[src/rtl/branch_ctrl_if.sv]
// Signal bundle between the ID-stage branch comparator datapath and its
// sequencing controller.
interface branch_ctrl_if #(
    parameter int CNT_W = 16
);
    // ID-stage instruction fields
    logic             id_valid;
    logic [5:0]       id_op;
    logic [4:0]       id_rs;
    logic [4:0]       id_rt;
    logic             ext_stall;
    // Producers further down the pipe
    logic             ex_regwrite;
    logic [4:0]       ex_wreg;
    logic             mem_regwrite;
    logic             mem_memtoreg;
    logic [4:0]       mem_wreg;
    logic             wb_regwrite;
    logic [4:0]       wb_wreg;
    // Comparator result
    logic             cmp_y;
    // Controller decisions and statistics
    logic [1:0]       fwd_a;
    logic [1:0]       fwd_b;
    logic             stall_fd;
    logic             pcsrc;
    logic             link_we;
    logic [CNT_W-1:0] branch_cnt;
    logic [CNT_W-1:0] taken_cnt;
    logic [CNT_W-1:0] stall_cnt;
    logic             err;

    // Pipeline side: supplies instruction and producer state
    modport master (
        output id_valid, id_op, id_rs, id_rt, ext_stall,
        output ex_regwrite, ex_wreg,
        output mem_regwrite, mem_memtoreg, mem_wreg,
        output wb_regwrite, wb_wreg, cmp_y,
        input  fwd_a, fwd_b, stall_fd, pcsrc, link_we,
        input  branch_cnt, taken_cnt, stall_cnt, err
    );

    // Controller side
    modport slave (
        input  id_valid, id_op, id_rs, id_rt, ext_stall,
        input  ex_regwrite, ex_wreg,
        input  mem_regwrite, mem_memtoreg, mem_wreg,
        input  wb_regwrite, wb_wreg, cmp_y,
        output fwd_a, fwd_b, stall_fd, pcsrc, link_we,
        output branch_cnt, taken_cnt, stall_cnt, err
    );
endinterface

[src/rtl/branch_ctrl.sv]
// ID-stage branch sequencing controller: decodes branches, detects operand
// hazards against EX/MEM/WB, steers comparator forwarding, stalls F/D until
// operands are ready, qualifies pcsrc/link_we, and keeps saturating
// statistics plus a hazard-stall watchdog.
module branch_ctrl #(
    parameter int CNT_W     = 16,
    parameter int MAX_STALL = 4
) (
    input  logic        clk,
    input  logic        resetn,
    branch_ctrl_if.slave bus
);

    localparam logic [5:0] OP_REGIMM = 6'b000001;
    localparam logic [5:0] OP_BEQ    = 6'b000100;
    localparam logic [5:0] OP_BNE    = 6'b000101;
    localparam logic [5:0] OP_BLEZ   = 6'b000110;
    localparam logic [5:0] OP_BGTZ   = 6'b000111;

    localparam logic [1:0] FWD_RF  = 2'b00;
    localparam logic [1:0] FWD_MEM = 2'b01;
    localparam logic [1:0] FWD_WB  = 2'b10;

    // Run counter only needs to reach MAX_STALL+1, where it parks.
    localparam int               RUN_W   = $clog2(MAX_STALL + 2);
    localparam logic [RUN_W-1:0] RUN_LIM = RUN_W'(MAX_STALL);
    localparam logic [RUN_W-1:0] RUN_MAX = RUN_W'(MAX_STALL + 1);

    typedef enum logic {IDLE, HAZ} state_t;

    state_t           state, next_state;
    logic             is_br, uses_rt, is_link;
    logic             hazard, br_active, resolve;
    logic [RUN_W-1:0] run;
    logic [CNT_W-1:0] branch_cnt, taken_cnt, stall_cnt;
    logic             err;

    // A source is blocked while EX will write it, or MEM holds a load to it
    // (load data is not available until WB). r0 never blocks.
    function automatic logic src_busy(
        input logic [4:0] src,
        input logic       ex_rw,  input logic [4:0] ex_w,
        input logic       mem_rw, input logic mem_ld, input logic [4:0] mem_w
    );
        return (src != 5'd0) &&
               ((ex_rw && ex_w == src) || (mem_rw && mem_ld && mem_w == src));
    endfunction

    // Nearest producer wins: MEM ALU result first, then WB, else regfile.
    function automatic logic [1:0] src_fwd(
        input logic [4:0] src,
        input logic       mem_rw, input logic mem_ld, input logic [4:0] mem_w,
        input logic       wb_rw,  input logic [4:0] wb_w
    );
        if (src == 5'd0)                           return FWD_RF;
        else if (mem_rw && !mem_ld && mem_w == src) return FWD_MEM;
        else if (wb_rw && wb_w == src)              return FWD_WB;
        else                                        return FWD_RF;
    endfunction

    // Branch class decode from opcode and (for REGIMM) the rt field
    always_comb begin
        // NOTE: every combinational output gets a default first so no path leaves it unassigned and infers a latch.
        is_br   = 1'b0;
        uses_rt = 1'b0;
        is_link = 1'b0;
        case (bus.id_op)
            OP_BEQ, OP_BNE: begin
                is_br   = 1'b1;
                uses_rt = 1'b1;
            end
            OP_BLEZ, OP_BGTZ: is_br = 1'b1;
            OP_REGIMM: begin
                // BLTZ/BGEZ/BLTZAL/BGEZAL are rt = {0,1,16,17}
                is_br   = (bus.id_rt[3:1] == 3'b000);
                is_link = (bus.id_rt[3:1] == 3'b000) && bus.id_rt[4];
            end
            default: ;
        endcase
    end

    // Hazard and resolve qualification; everything is forced idle in reset
    always_comb begin
        hazard = is_br &&
                 (src_busy(bus.id_rs, bus.ex_regwrite, bus.ex_wreg,
                           bus.mem_regwrite, bus.mem_memtoreg, bus.mem_wreg) ||
                  (uses_rt &&
                   src_busy(bus.id_rt, bus.ex_regwrite, bus.ex_wreg,
                            bus.mem_regwrite, bus.mem_memtoreg, bus.mem_wreg)));
        br_active = resetn && bus.id_valid && is_br;
        resolve   = br_active && !hazard && !bus.ext_stall;
    end

    // State register
    always_ff @(posedge clk or negedge resetn) begin
        // NOTE: asynchronous reset lives in the sensitivity list; sequential state uses non-blocking assignments only.
        if (!resetn) state <= IDLE;
        else         state <= next_state;
    end

    // Next-state logic: HAZ tracks an ongoing hazard stall for the watchdog
    always_comb begin
        next_state = state;
        case (state)
            IDLE: if (bus.id_valid && is_br && hazard) next_state = HAZ;
            HAZ:  if (!hazard || !bus.id_valid)        next_state = IDLE;
            default: next_state = IDLE;
        endcase
    end

    // Output logic: decisions are purely combinational on the current inputs
    always_comb begin
        bus.fwd_a    = FWD_RF;
        bus.fwd_b    = FWD_RF;
        bus.stall_fd = br_active && hazard;
        bus.pcsrc    = resolve && bus.cmp_y;
        bus.link_we  = resolve && is_link;
        if (resetn && bus.id_valid) begin
            bus.fwd_a = src_fwd(bus.id_rs, bus.mem_regwrite, bus.mem_memtoreg,
                                bus.mem_wreg, bus.wb_regwrite, bus.wb_wreg);
            if (uses_rt)
                bus.fwd_b = src_fwd(bus.id_rt, bus.mem_regwrite, bus.mem_memtoreg,
                                    bus.mem_wreg, bus.wb_regwrite, bus.wb_wreg);
        end
    end

    // Watchdog: count consecutive HAZ cycles, flag once the run exceeds MAX_STALL
    always_ff @(posedge clk or negedge resetn) begin
        if (!resetn) begin
            run <= '0;
            err <= 1'b0;
        end else if (state == HAZ) begin
            if (run >= RUN_LIM)    err <= 1'b1;
            if (next_state != HAZ) run <= '0;
            else if (run != RUN_MAX) run <= run + 1'b1;
        end else begin
            run <= '0;
        end
    end

    // Saturating statistics; frozen while ext_stall holds ID
    always_ff @(posedge clk or negedge resetn) begin
        if (!resetn) begin
            branch_cnt <= '0;
            taken_cnt  <= '0;
            stall_cnt  <= '0;
        end else begin
            if (resolve && branch_cnt != '1)                 branch_cnt <= branch_cnt + 1'b1;
            if (resolve && bus.cmp_y && taken_cnt != '1)     taken_cnt  <= taken_cnt + 1'b1;
            if (br_active && hazard && !bus.ext_stall && stall_cnt != '1)
                stall_cnt <= stall_cnt + 1'b1;
        end
    end

    assign bus.branch_cnt = branch_cnt;
    assign bus.taken_cnt  = taken_cnt;
    assign bus.stall_cnt  = stall_cnt;
    assign bus.err        = err;

endmodule

[src/flat_wrapper.sv]
// flat-port wrapper written by rule: the top's interface ports become plain ports
module branch_ctrl_flat 
#(
    parameter int CNT_W     = 16,
    parameter int MAX_STALL = 4
)
  (clk, resetn, bus_id_valid, bus_id_op, bus_id_rs, bus_id_rt, bus_ext_stall, bus_ex_regwrite, bus_ex_wreg, bus_mem_regwrite, bus_mem_memtoreg, bus_mem_wreg, bus_wb_regwrite, bus_wb_wreg, bus_cmp_y, bus_fwd_a, bus_fwd_b, bus_stall_fd, bus_pcsrc, bus_link_we, bus_branch_cnt, bus_taken_cnt, bus_stall_cnt, bus_err);
  branch_ctrl_if #(.CNT_W(CNT_W)) bus_i ();
  input  logic clk;
  input  logic resetn;
  input wire logic [$bits(bus_i.id_valid)-1:0] bus_id_valid;
  input wire logic [$bits(bus_i.id_op)-1:0] bus_id_op;
  input wire logic [$bits(bus_i.id_rs)-1:0] bus_id_rs;
  input wire logic [$bits(bus_i.id_rt)-1:0] bus_id_rt;
  input wire logic [$bits(bus_i.ext_stall)-1:0] bus_ext_stall;
  input wire logic [$bits(bus_i.ex_regwrite)-1:0] bus_ex_regwrite;
  input wire logic [$bits(bus_i.ex_wreg)-1:0] bus_ex_wreg;
  input wire logic [$bits(bus_i.mem_regwrite)-1:0] bus_mem_regwrite;
  input wire logic [$bits(bus_i.mem_memtoreg)-1:0] bus_mem_memtoreg;
  input wire logic [$bits(bus_i.mem_wreg)-1:0] bus_mem_wreg;
  input wire logic [$bits(bus_i.wb_regwrite)-1:0] bus_wb_regwrite;
  input wire logic [$bits(bus_i.wb_wreg)-1:0] bus_wb_wreg;
  input wire logic [$bits(bus_i.cmp_y)-1:0] bus_cmp_y;
  output wire logic [$bits(bus_i.fwd_a)-1:0] bus_fwd_a;
  output wire logic [$bits(bus_i.fwd_b)-1:0] bus_fwd_b;
  output wire logic [$bits(bus_i.stall_fd)-1:0] bus_stall_fd;
  output wire logic [$bits(bus_i.pcsrc)-1:0] bus_pcsrc;
  output wire logic [$bits(bus_i.link_we)-1:0] bus_link_we;
  output wire logic [$bits(bus_i.branch_cnt)-1:0] bus_branch_cnt;
  output wire logic [$bits(bus_i.taken_cnt)-1:0] bus_taken_cnt;
  output wire logic [$bits(bus_i.stall_cnt)-1:0] bus_stall_cnt;
  output wire logic [$bits(bus_i.err)-1:0] bus_err;
  assign bus_i.id_valid = bus_id_valid;
  assign bus_i.id_op = bus_id_op;
  assign bus_i.id_rs = bus_id_rs;
  assign bus_i.id_rt = bus_id_rt;
  assign bus_i.ext_stall = bus_ext_stall;
  assign bus_i.ex_regwrite = bus_ex_regwrite;
  assign bus_i.ex_wreg = bus_ex_wreg;
  assign bus_i.mem_regwrite = bus_mem_regwrite;
  assign bus_i.mem_memtoreg = bus_mem_memtoreg;
  assign bus_i.mem_wreg = bus_mem_wreg;
  assign bus_i.wb_regwrite = bus_wb_regwrite;
  assign bus_i.wb_wreg = bus_wb_wreg;
  assign bus_i.cmp_y = bus_cmp_y;
  assign bus_fwd_a = bus_i.fwd_a;
  assign bus_fwd_b = bus_i.fwd_b;
  assign bus_stall_fd = bus_i.stall_fd;
  assign bus_pcsrc = bus_i.pcsrc;
  assign bus_link_we = bus_i.link_we;
  assign bus_branch_cnt = bus_i.branch_cnt;
  assign bus_taken_cnt = bus_i.taken_cnt;
  assign bus_stall_cnt = bus_i.stall_cnt;
  assign bus_err = bus_i.err;
  branch_ctrl #(.CNT_W(CNT_W), .MAX_STALL(MAX_STALL)) u_core (.clk(clk), .resetn(resetn), .bus(bus_i));
endmodule
[config.mk]
export PLATFORM = sky130hd
export DESIGN_NAME = branch_ctrl_flat
export DESIGN_NICKNAME = d
export VERILOG_FILES = /design/src/rtl/branch_ctrl_if.sv /design/src/rtl/branch_ctrl.sv /design/src/flat_wrapper.sv
export SDC_FILE = /design/constraint.sdc
export NUM_CORES = 1
export LEC_CHECK = 0
export ABC_CLOCK_PERIOD_IN_PS = 3100
export BUFFER_PORTS_ARGS = -buffer_cell sky130_fd_sc_hd__buf_2
export CORE_ASPECT_RATIO = 0.8
export CORE_UTILIZATION = 50
export CTS_BUF_LIST = sky130_fd_sc_hd__clkbuf_2
export DETAILED_ROUTE_END_ITERATION = 8
export PLACE_DENSITY = 0.78
export SLEW_MARGIN = 30
export SYNTH_ARGS = -nofsm -noshare
export SYNTH_HDL_FRONTEND = slang
export SYNTH_SLANG_ARGS = --single-unit
[constraint.sdc]
create_clock -name clk -period 3.1 [get_ports clk]
set_input_delay 0.31 -clock clk [delete_from_list [all_inputs] [get_ports clk]]
set_output_delay 0.31 -clock clk [all_outputs]
set_load 0.1 [all_outputs]
[Yosys cells after proc, flatten, opt, wreduce, memory -nomap -nowiden]
Index checks and enable logic that the tools add are counted.
Operators by class
  bitwise logic cells: 1
  add/subtract/negate cells: 4
  magnitude comparators: 1
  reductions and logical operators: 44
  muxes and demuxes: 18
  equal/unequal tests: 16
Operators by type and width (count)
  $add 16x1->16 const B: 3
  $ne 16x16->1 const B: 3
  $eq 5x5->1: 6
  $logic_and 1x1->1: 28
  $eq 6x3->1 const B: 4
  $mux 2: 9
  $logic_not 5->1: 2
  $reduce_bool 5->1: 2
  $mux 3: 3
  $eq 6x1->1 const B: 1
  $ne 3x3->1 const B: 2
  $logic_not 1->1: 4
  $logic_or 1x1->1: 4
  $mux 1: 4
  $pmux 1 s2: 2
  $reduce_or 4->1: 1
  $add 3x1->3 const B: 1
  $ge 3x3->1 const B: 1
  $logic_not 3->1: 1
  $reduce_and 2->1: 1
  $reduce_or 2->1: 1
  $not 1->1: 1
Storage, ports and cells
  input bits: 40
  register bits: 53

[Logic depth before layout (Yosys ltp)]
Gate-level depths: netlist of the first run.
  depth in word-level cells: 13
  mapped depth: 9
  mapped depth without buffers: 8

[Worst setup path before layout of the first run]
No wires, ideal clock.
  kind: input to output
  start: in bus_id_rs[4]
  end: out bus_stall_fd
  path slack: -0.668 ns
  required time: 2.790 ns
  buffers on the path: 1
  stages on the path: 7
  arrival time: 3.458 ns
  cell sequence: xnor2_1 -> nand3_1 -> nor3_1 -> a32oi_1 -> o22a_1 -> buf_2 -> nor3_1
Between the ends
  longest elaborated chain between the ends: 7
  elaborated cells on any way between the ends: 10
RTL lines
  from (decl): line flat_wrapper.sv:13  | input wire logic [$bits(bus_i.id_rs)-1:0] bus_id_rs;
  $eq 5x5->1: line branch_ctrl.sv:46  | ((ex_rw && ex_w == src) || (mem_rw && mem_ld && mem_w == src));
  $logic_and 1x1->1: line branch_ctrl.sv:46
  $logic_or 1x1->1: line branch_ctrl.sv:46
  $logic_and 1x1->1 (*): line branch_ctrl.sv:45  | return (src != 5'd0) &&
  $logic_or 1x1->1 (*): line branch_ctrl.sv:86  | bus.mem_regwrite, bus.mem_memtoreg, bus.mem_wreg) ||
  $logic_and 1x1->1 (*): line branch_ctrl.sv:84  | hazard = is_br &&
  $logic_and 1x1->1 (*): line branch_ctrl.sv:115  | bus.stall_fd = br_active && hazard;
  to (decl): line flat_wrapper.sv:26  | output wire logic [$bits(bus_i.stall_fd)-1:0] bus_stall_fd;
Every way passes the cells marked *; elsewhere a longest branch is shown, timed or not.

[Worst setup path after layout of the first run]
  start: in bus_id_rs[0]
  end: out bus_pcsrc
Between the ends
  longest elaborated chain between the ends: 10
  elaborated cells on any way between the ends: 13
RTL lines
  $eq 5x5->1: line branch_ctrl.sv:46
  $logic_and 1x1->1: line branch_ctrl.sv:46
  $logic_or 1x1->1: line branch_ctrl.sv:46
  $logic_and 1x1->1 (*): line branch_ctrl.sv:45
  $logic_or 1x1->1 (*): line branch_ctrl.sv:86
  $logic_and 1x1->1 (*): line branch_ctrl.sv:84
  $logic_not 1->1 (*): line branch_ctrl.sv:91  | resolve = br_active && !hazard && !bus.ext_stall;
  $logic_and 1x1->1 (*) (2 in series): line branch_ctrl.sv:91
  $logic_and 1x1->1 (*): line branch_ctrl.sv:116  | bus.pcsrc = resolve && bus.cmp_y;
  to (decl): line flat_wrapper.sv:27  | output wire logic [$bits(bus_i.pcsrc)-1:0] bus_pcsrc;
Marks and branches as above.

==> results of run 1 <==
## cell usage in the layout (no fill, tap or decap), types with 3 or more instances in the layout
cell type	count
nor3_1	24
nand4_1	17
nor2_1	9
dfrtp_1	53
ha_1	5
nand2_1	21
xnor2_1	28
buf_2	93
clkbuf_2	6
and4_1	4
mux2_2	3
inv_1	5
xor2_1	46
nor4_1	10
nand3_1	26
or3_1	3
buf_4	4
and3_1	6
## state kept, by name, summed over array words and instances, names as in the netlist
| name | cells |
|---|---|
| u_core.bus.stall_cnt | 16 |
| u_core.bus.branch_cnt | 16 |
| u_core.bus.taken_cnt | 16 |
| u_core.run | 3 |
| u_core.state | 1 |
| u_core.bus.err | 1 |
## final timing paths
check	slack, ns	start	depth (start not counted)	end
max	0.54	bus_id_rs[0]	7	bus_pcsrc
min	0.003	resetn	2	u_core.bus.branch_cnt[7]
min in group clk	0.16	bus_id_valid	2	u_core.state
max reg2reg	0.71	u_core.bus.taken_cnt[0]	8	u_core.bus.taken_cnt[1]
min reg2reg	0.51	u_core.bus.stall_cnt[9]	1	u_core.bus.stall_cnt[9]
max in group asynchronous	2.64	resetn	2	u_core.run[0]
## logic make-up after synthesis
logic type / synth area share [%]
xor+xnor: 20.6
flops: 42.2
compound gates: 4.34
buf+inv: 2.03
simple gates: 27.0
mux: 1.75
fa+ha+maj: 1.99
## per-layer routing
metal / up-vias / track usage (%) / wire length [um] / share of wire (%)
li1: 1301 / - / - / -
met4: 0 / 6.27 / 27 / 0.36
met1: 1322 / 34.6 / 3510 / 46
met3: 2 / 5.31 / 442 / 5.8
met5: - / 0 / 0 / 0
met2: 86 / 40.1 / 3580 / 47
## per-stage QoR
stage,setup slack [ns],util [%]
2_1_floorplan,0.0745,-
3_3_place_gp,0.538,62.8
3_5_place_dp,0.537,62.8
4_1_cts,0.534,63.6
5_1_grt,0.389,63.6
6_report,0.543,63.6
## cell type report
cell class / count / share of cell area (%)
clock buffer: 6 / 0.791
clock inverter: 2 / 0.395
inverter: 6 / 0.626
multi-input combinational: 240 / 46.5
sequential: 53 / 34.9
tap: 81 / 2.67
timing repair buffer: 99 / 14.1
## power by group
| group | internal, mW | switching [mW] | total [mW] |
|---|---|---|---|
| Sequential | 0.702 | 0.0114 | 0.713 |
| Clock | 0.0581 | 0.225 | 0.283 |
| Combinational | 0.0612 | 0.150 | 0.211 |
| Total | 0.821 | 0.386 | 1.21 |
## worst max-delay path: cells and delay by family
| family | cells | cell delay, ns |
|---|---|---|
| AO/OA/AOI/OAI | 1 | 0.27 |
| buffers and inverters | 3 | 0.55 |
| AND/OR/NAND/NOR | 3 | 1.11 |
==> out/qor.yml, run 1 <==
drt-total-wl_um: 7570
hp-class: "in -> async"
p_total_mw: 1.21
root_buffer: "clkbuf_2"
peakVddDrop_mv: 0.263
drc: 0
num_rows: 25
power.leakage_nw: 1.95
ant_nets: 0
cts_setup_buffers: 0
final_area_mm2: 0.00380
nets: 450
timing.final.crit_period_ns: 2.56
antenna_cells: 0
cpMaxStageDelayCell: "or4_1"
hpwl_um: 5910
dieArea_mm2: 0.00660
ys_warn_count: 0
synth_area_mm2: 0.00314
finalCritPeriodShare_pct: 82.5
start_util_pct: 52.6
clkTransAtPathRegs_ns: 0.28
status: "finished clean"
coreArea_mm2: 0.00597
cts_buffers: 5
grt_pass1_vias: 2690
hold_ws_ns: 0.00337
netlist_instances: 305
avgSynthCellArea_um2: 10.3
p_per_area_mw_per_mm2: 318
cpPeakStageDelay_ns: 0.51
ys_ff_latch: 53
slew_viol_final: 0
cts.sinks: 53
synth_top_area_share_pct: 42.2
grt_pass1_wl_um: 12900
tightest_slew_ns: 0.672
drive_above_1_share_pct: 31.3
wl_per_cell_um: 15.5
max_freq_mhz: 391
finalHoldViolations: 0
multiInputGateArea_mm2: 0.00177
postCtsResizedCells: 0
dp.cells: 479
tns_ns: 0
rsz0062_at_grt: "no"
place_congestion: 1.00
vias: 2711
final_cells: 487
nFillCells: 516
die_w_um: 90.6
antenna_found_initial: 0
yosysSeqAreaShare_pct: 42.2
endpoint_kind: "primary output"
synthMostInstantiatedCell: "dfrtp_1"
setup.worst_path.class: "in -> out"
grt_usage_pct: 24.9
yosysTopAreaCell: "dfrtp_1"
drtPass1Iterations: 4
clk_latency_ns: 0.44
worstPathRequired_ns: 2.79
cp.arrival_ns: 2.25
critPathLaunchType: "input port"
routed_via_density: 5.57
synthesis.nets: 350
synth_cell_type_count: 48
synth_area_leaders: "dfrtp_1, xor2_1, xnor2_1, nand3_1, nor3_1"
final-seq-area_mm2: 0.00133
grt_max_degree: 55
ys_top_cells_by_count: "dfrtp_1, xor2_1, xnor2_1"
overflow: 0
slew-limit-headroom_pct: 55.2
cts_tree: "built"
max-cap-violations: 0
drt_iter0_drc: 135
cp_cell_sequence: "buf_2 -> or4_1 -> nor2_1 -> o22a_1 -> buf_4 -> and3_1 -> buf_12"
synth_edf_count: 0
cts_buffer_depth: 2
num_io_pins: 96
syn2layout_area_growth_pct: 20.9
port_buffers: 95
htree_levels: 2
skew_ns: 0.0192
dieHeight_um: 72.9
async_flop_share_pct: 100
synth_flop_cell: "dfrtp_1"
dpl_cell_area_mm2: 0.00375
setup-violations-final: 0
hold_buffers: 0
path_max_fanout: 13
No activity file was read; power rests on OpenSTA's default activity.
==> run 2: changes to the inputs <==
--- a/config.mk
+++ b/config.mk
@@ -5,13 +5,14 @@
 export SDC_FILE = /design/constraint.sdc
 export NUM_CORES = 1
 export LEC_CHECK = 0
-export ABC_CLOCK_PERIOD_IN_PS = 3100
+export ABC_AREA = 1
+export ABC_CLOCK_PERIOD_IN_PS = 2290
 export BUFFER_PORTS_ARGS = -buffer_cell sky130_fd_sc_hd__buf_2
 export CORE_ASPECT_RATIO = 0.8
 export CORE_UTILIZATION = 50
 export CTS_BUF_LIST = sky130_fd_sc_hd__clkbuf_2
 export DETAILED_ROUTE_END_ITERATION = 8
-export PLACE_DENSITY = 0.78
+export PLACE_DENSITY = 0.79
 export SLEW_MARGIN = 30
 export SYNTH_ARGS = -nofsm -noshare
 export SYNTH_HDL_FRONTEND = slang
==> constraint.sdc (replaced) <==
create_clock -name clk -period 2.29 [get_ports clk]
set_input_delay 0.229 -clock clk [delete_from_list [all_inputs] [get_ports clk]]
set_output_delay 0.229 -clock clk [all_outputs]
set_load 0.1 [all_outputs]
==> run 2 against run 1 <==
Net effect: the run now ends with DRC left; global-route usage hardly changed; non-clock buffer count increased by 5; final cell count increased by 46%; via count increased by 37%; largest cell class unchanged; highest routed layer unchanged.
==> out/qor.yml, run 2 <==
cp.arrival_ns: 1.83  # -0.42 ns
root_buffer: "clkbuf_2"
start_util_pct: 52.9  # +0.30 points
slew_viol_final: 0  # unchanged
dp.cells: 701  # +46%
final_cells: 710  # +46%
netlist_instances: 519  # +70%
status: "finished, violations left"
synth_cell_type_count: 33  # -31%
failed_checks: "DRC"
final_cell_mix: "nand2_1, buf_2, inv_1"
overflow: 0  # unchanged
syn2layout_area_growth_pct: 21.8
finalHoldViolations: 0  # unchanged
die_w_um: 98.4  # +8.6%
hp-class: "in -> reg"
synth_area_leaders: "dfrtp_1, nand2_1, xor2_1, inv_1, nand3_1"
p_total_mw: 1.84  # +52%
num_rows: 27  # +8.0%
wl_per_cell_um: 13.1  # -15%
synthesis.nets: 564  # +61%
synth_top_family_by_area: "simple AND/OR/NAND/NOR gates"
cts_buffers: 5  # unchanged
final_common_cell: "nand2_1"
timing.final.crit_period_ns: 2.06
hold_ws_ns: 0.0778  # +0.0744 ns
grt_pass1_wl_um: 15500  # +20%
num_io_pins: 96  # unchanged
grt_max_degree: 55  # unchanged
timing.rr.start: "u_core.bus.stall_cnt[0]"
ys_top_cells_by_count: "nand2_1, inv_1, dfrtp_1"
dieHeight_um: 79.1  # +8.5%
vias: 3713  # +37%
ant_nets: 0  # unchanged
synth_flop_cell: "dfrtp_1"
finish.utilization_pct: 64.4  # +0.81 points
routed_via_density: 5.23  # -6.1%
worstPathRequired_ns: 2.06  # -0.73 ns
ys_ff_latch: 53  # unchanged
async_flop_share_pct: 100  # unchanged
reg_top3: "u_core.bus.branch_cnt x16, u_core.bus.stall_cnt x16, u_core.bus.taken_cnt x16"
drt_iter0_drc: 321  # +140%
place_congestion: 0.925  # -7.7%
tightest_slew_ns: 0.567  # -0.105 ns
synth_area_mm2: 0.00371  # +18%
synth_edf_count: 0  # unchanged
clkTransAtPathRegs_ns: 0.25  # -0.03 ns
gr-usage-met2_pct: 39.6  # -0.49 points
antenna_found_initial: 0  # unchanged
place_ws_ns: 0.154  # -0.383 ns
slew-limit-headroom_pct: 61.9  # +6.7 points
drc: 5  # +5
hpwl_um: 7440  # +26%
antenna_cells: 0  # unchanged
clk_latency_ns: 0.44  # about the same
synth_top_area_share_pct: 35.7  # -6.5 points
skew_ns: 0.0130  # -0.00626 ns
max-cap-violations: 0  # unchanged
power.leakage_nw: 2.32  # +19%
r2r.worst_path.cells: 9  # +1
fin_ws_ns: 0.229  # -0.313 ns
ys_warn_count: 0  # unchanged
synthMostInstantiatedCell: "nand2_1"
coreArea_mm2: 0.00703  # +18%
synth-simple-area-share_pct: 37.3  # +10 points
drtPass1Iterations: 7  # +3
nets: 667  # +48%
synthMuxAreaShare_pct: 0  # -1.8 points
met1_usage_pct: 35.7  # +1.2 points
dieArea_mm2: 0.00778  # +18%
max_freq_mhz: 485
grt_pass1_vias: 3330  # +24%
gr-max-usage-layer: "met2"
endpoint_kind: "primary output"
critPathLaunchType: "input port"
grt_usage_pct: 24.9  # +0.028 points
regToRegEndpoint: "u_core.bus.stall_cnt[0]"
synthXorXnorAreaFrac_pct: 11.1  # -9.6 points
synth-compound-area-share_pct: 5.25  # +0.91 points
finalCritPeriodShare_pct: 90.0
cts.sinks: 53  # unchanged
hp-start: "bus_ext_stall"
port_buffers: 95  # unchanged
p_per_area_mw_per_mm2: 406  # +28%
use_met3_pct: 4.31  # -1.0 points
path_max_fanout: 5  # -8
rsz0062_at_grt: "no"
setup-violations-final: 0  # unchanged
drive_above_1_share_pct: 27.0  # -4.3 points
hold_depth: 4
setup.worst_path.class: "in -> out"
avgSynthCellArea_um2: 7.16  # -30%
hold_end: "u_core.bus.stall_cnt[15]"
drt-total-wl_um: 9330  # +23%
synth_fa_ha_area_share_pct: 1.68  # -0.31 points
peakVddDrop_mv: 0.226  # -14%
cts_tree: "built"
yosysSeqAreaShare_pct: 35.7  # -6.5 points
htree_levels: 2  # unchanged
yosysTopAreaCell: "dfrtp_1"
r2r_setup_slack_ns: 0.31  # -0.40 ns
cts_buffer_depth: 2  # unchanged
-- run 2: changes by cell type after synthesis, moves of 6 or more --
cell | previous run | this run
o21bai_1 | 0 | 6
o21ai_0 | 0 | 9
xor2_1 | 46 | 31
o21ai_1 | 0 | 9
xnor2_1 | 28 | 16
nand2_1 | 21 | 147
inv_2 | 0 | 6
inv_1 | 5 | 66
nand3_1 | 26 | 48
nor2_1 | 9 | 38
-- run 2: worst max path at each step --
stage | start | slack (ns) | to
finish | bus_id_op[5] | 0.23 | bus_stall_fd
detailed placement | bus_id_rt[3] | 0.15 | bus_pcsrc
CTS | resetn | 0.11 | bus_stall_fd
floorplan | resetn | -0.24 | bus_fwd_a[1]
global route | bus_id_op[5] | 0.07 | bus_stall_fd
global placement | bus_id_rt[2] | 0.20 | bus_pcsrc
-- run 2: per-layer routing --
layer / vias to the layer above / wire length [um] / share of wire (%)
li1: 1862 / - / -
met1: 1717 / 4500 / 48
met2: 117 / 4120 / 44
met3: 17 / 578 / 6.2
met4: 0 / 125 / 1.3
met5: - / 0 / 0
-- run 2: power breakdown --
part / switching (mW) / total, mW / internal (mW) / leakage, nW
logic: 0.353 / 0.464 / 0.111 / 1.66
registers: 0.0276 / 0.995 / 0.967 / 0.639
clock network: 0.301 / 0.379 / 0.0785 / 0.0252
-- run 2: cell type report --
type / count / area (um^2)
Inverter: 73 / 277
Clock inverter: 2 / 15.0
Fill cell: 623 / 2500
Clock buffer: 6 / 30.0
Sequential cell: 53 / 1360
Tap cell: 87 / 109
Multi-Input combinational cell: 385 / 2080
Timing Repair Buffer: 104 / 654
-- run 2: kinds of logic (layout without fill, tap and decap cells) --
| family | after synthesis | after routing |
|---|---|---|
| AO/OA/AOI/OAI | 33 | 33 |
| adder cells (fa/ha/maj) | 5 | 5 |
| flip-flops | 53 | 53 |
| AND/OR/NAND/NOR | 300 | 300 |
| XOR/XNOR | 47 | 47 |
| buffers and inverters | 81 | 185 |
-- run 2: worst max-delay path: stages --
cell and delay, ns:
buf_2 0.09, nor2_1 0.16, nand3_1 0.14, nor3_1 0.43
nand2_1 0.15, nand2_2 0.16, nand2_1 0.12, nor2_2 0.15
buf_12 0.19
-- run 2: repair_timing --
action,in CTS,in global routing
setup endpoints to repair,0,2
hold buffers,1,0
endpoints found under the hold margin,53,0
setup buffers,0,0
resized for setup,0,2
-- run 2: through the flow --
step	cell area, um^2	TNS [ns]
5_1_grt	4520	0
3_5_place_dp	4460	0
4_1_cts	4510	0
6_report	4520	0
2_1_floorplan	3770	-0.296
3_3_place_gp	4460	0
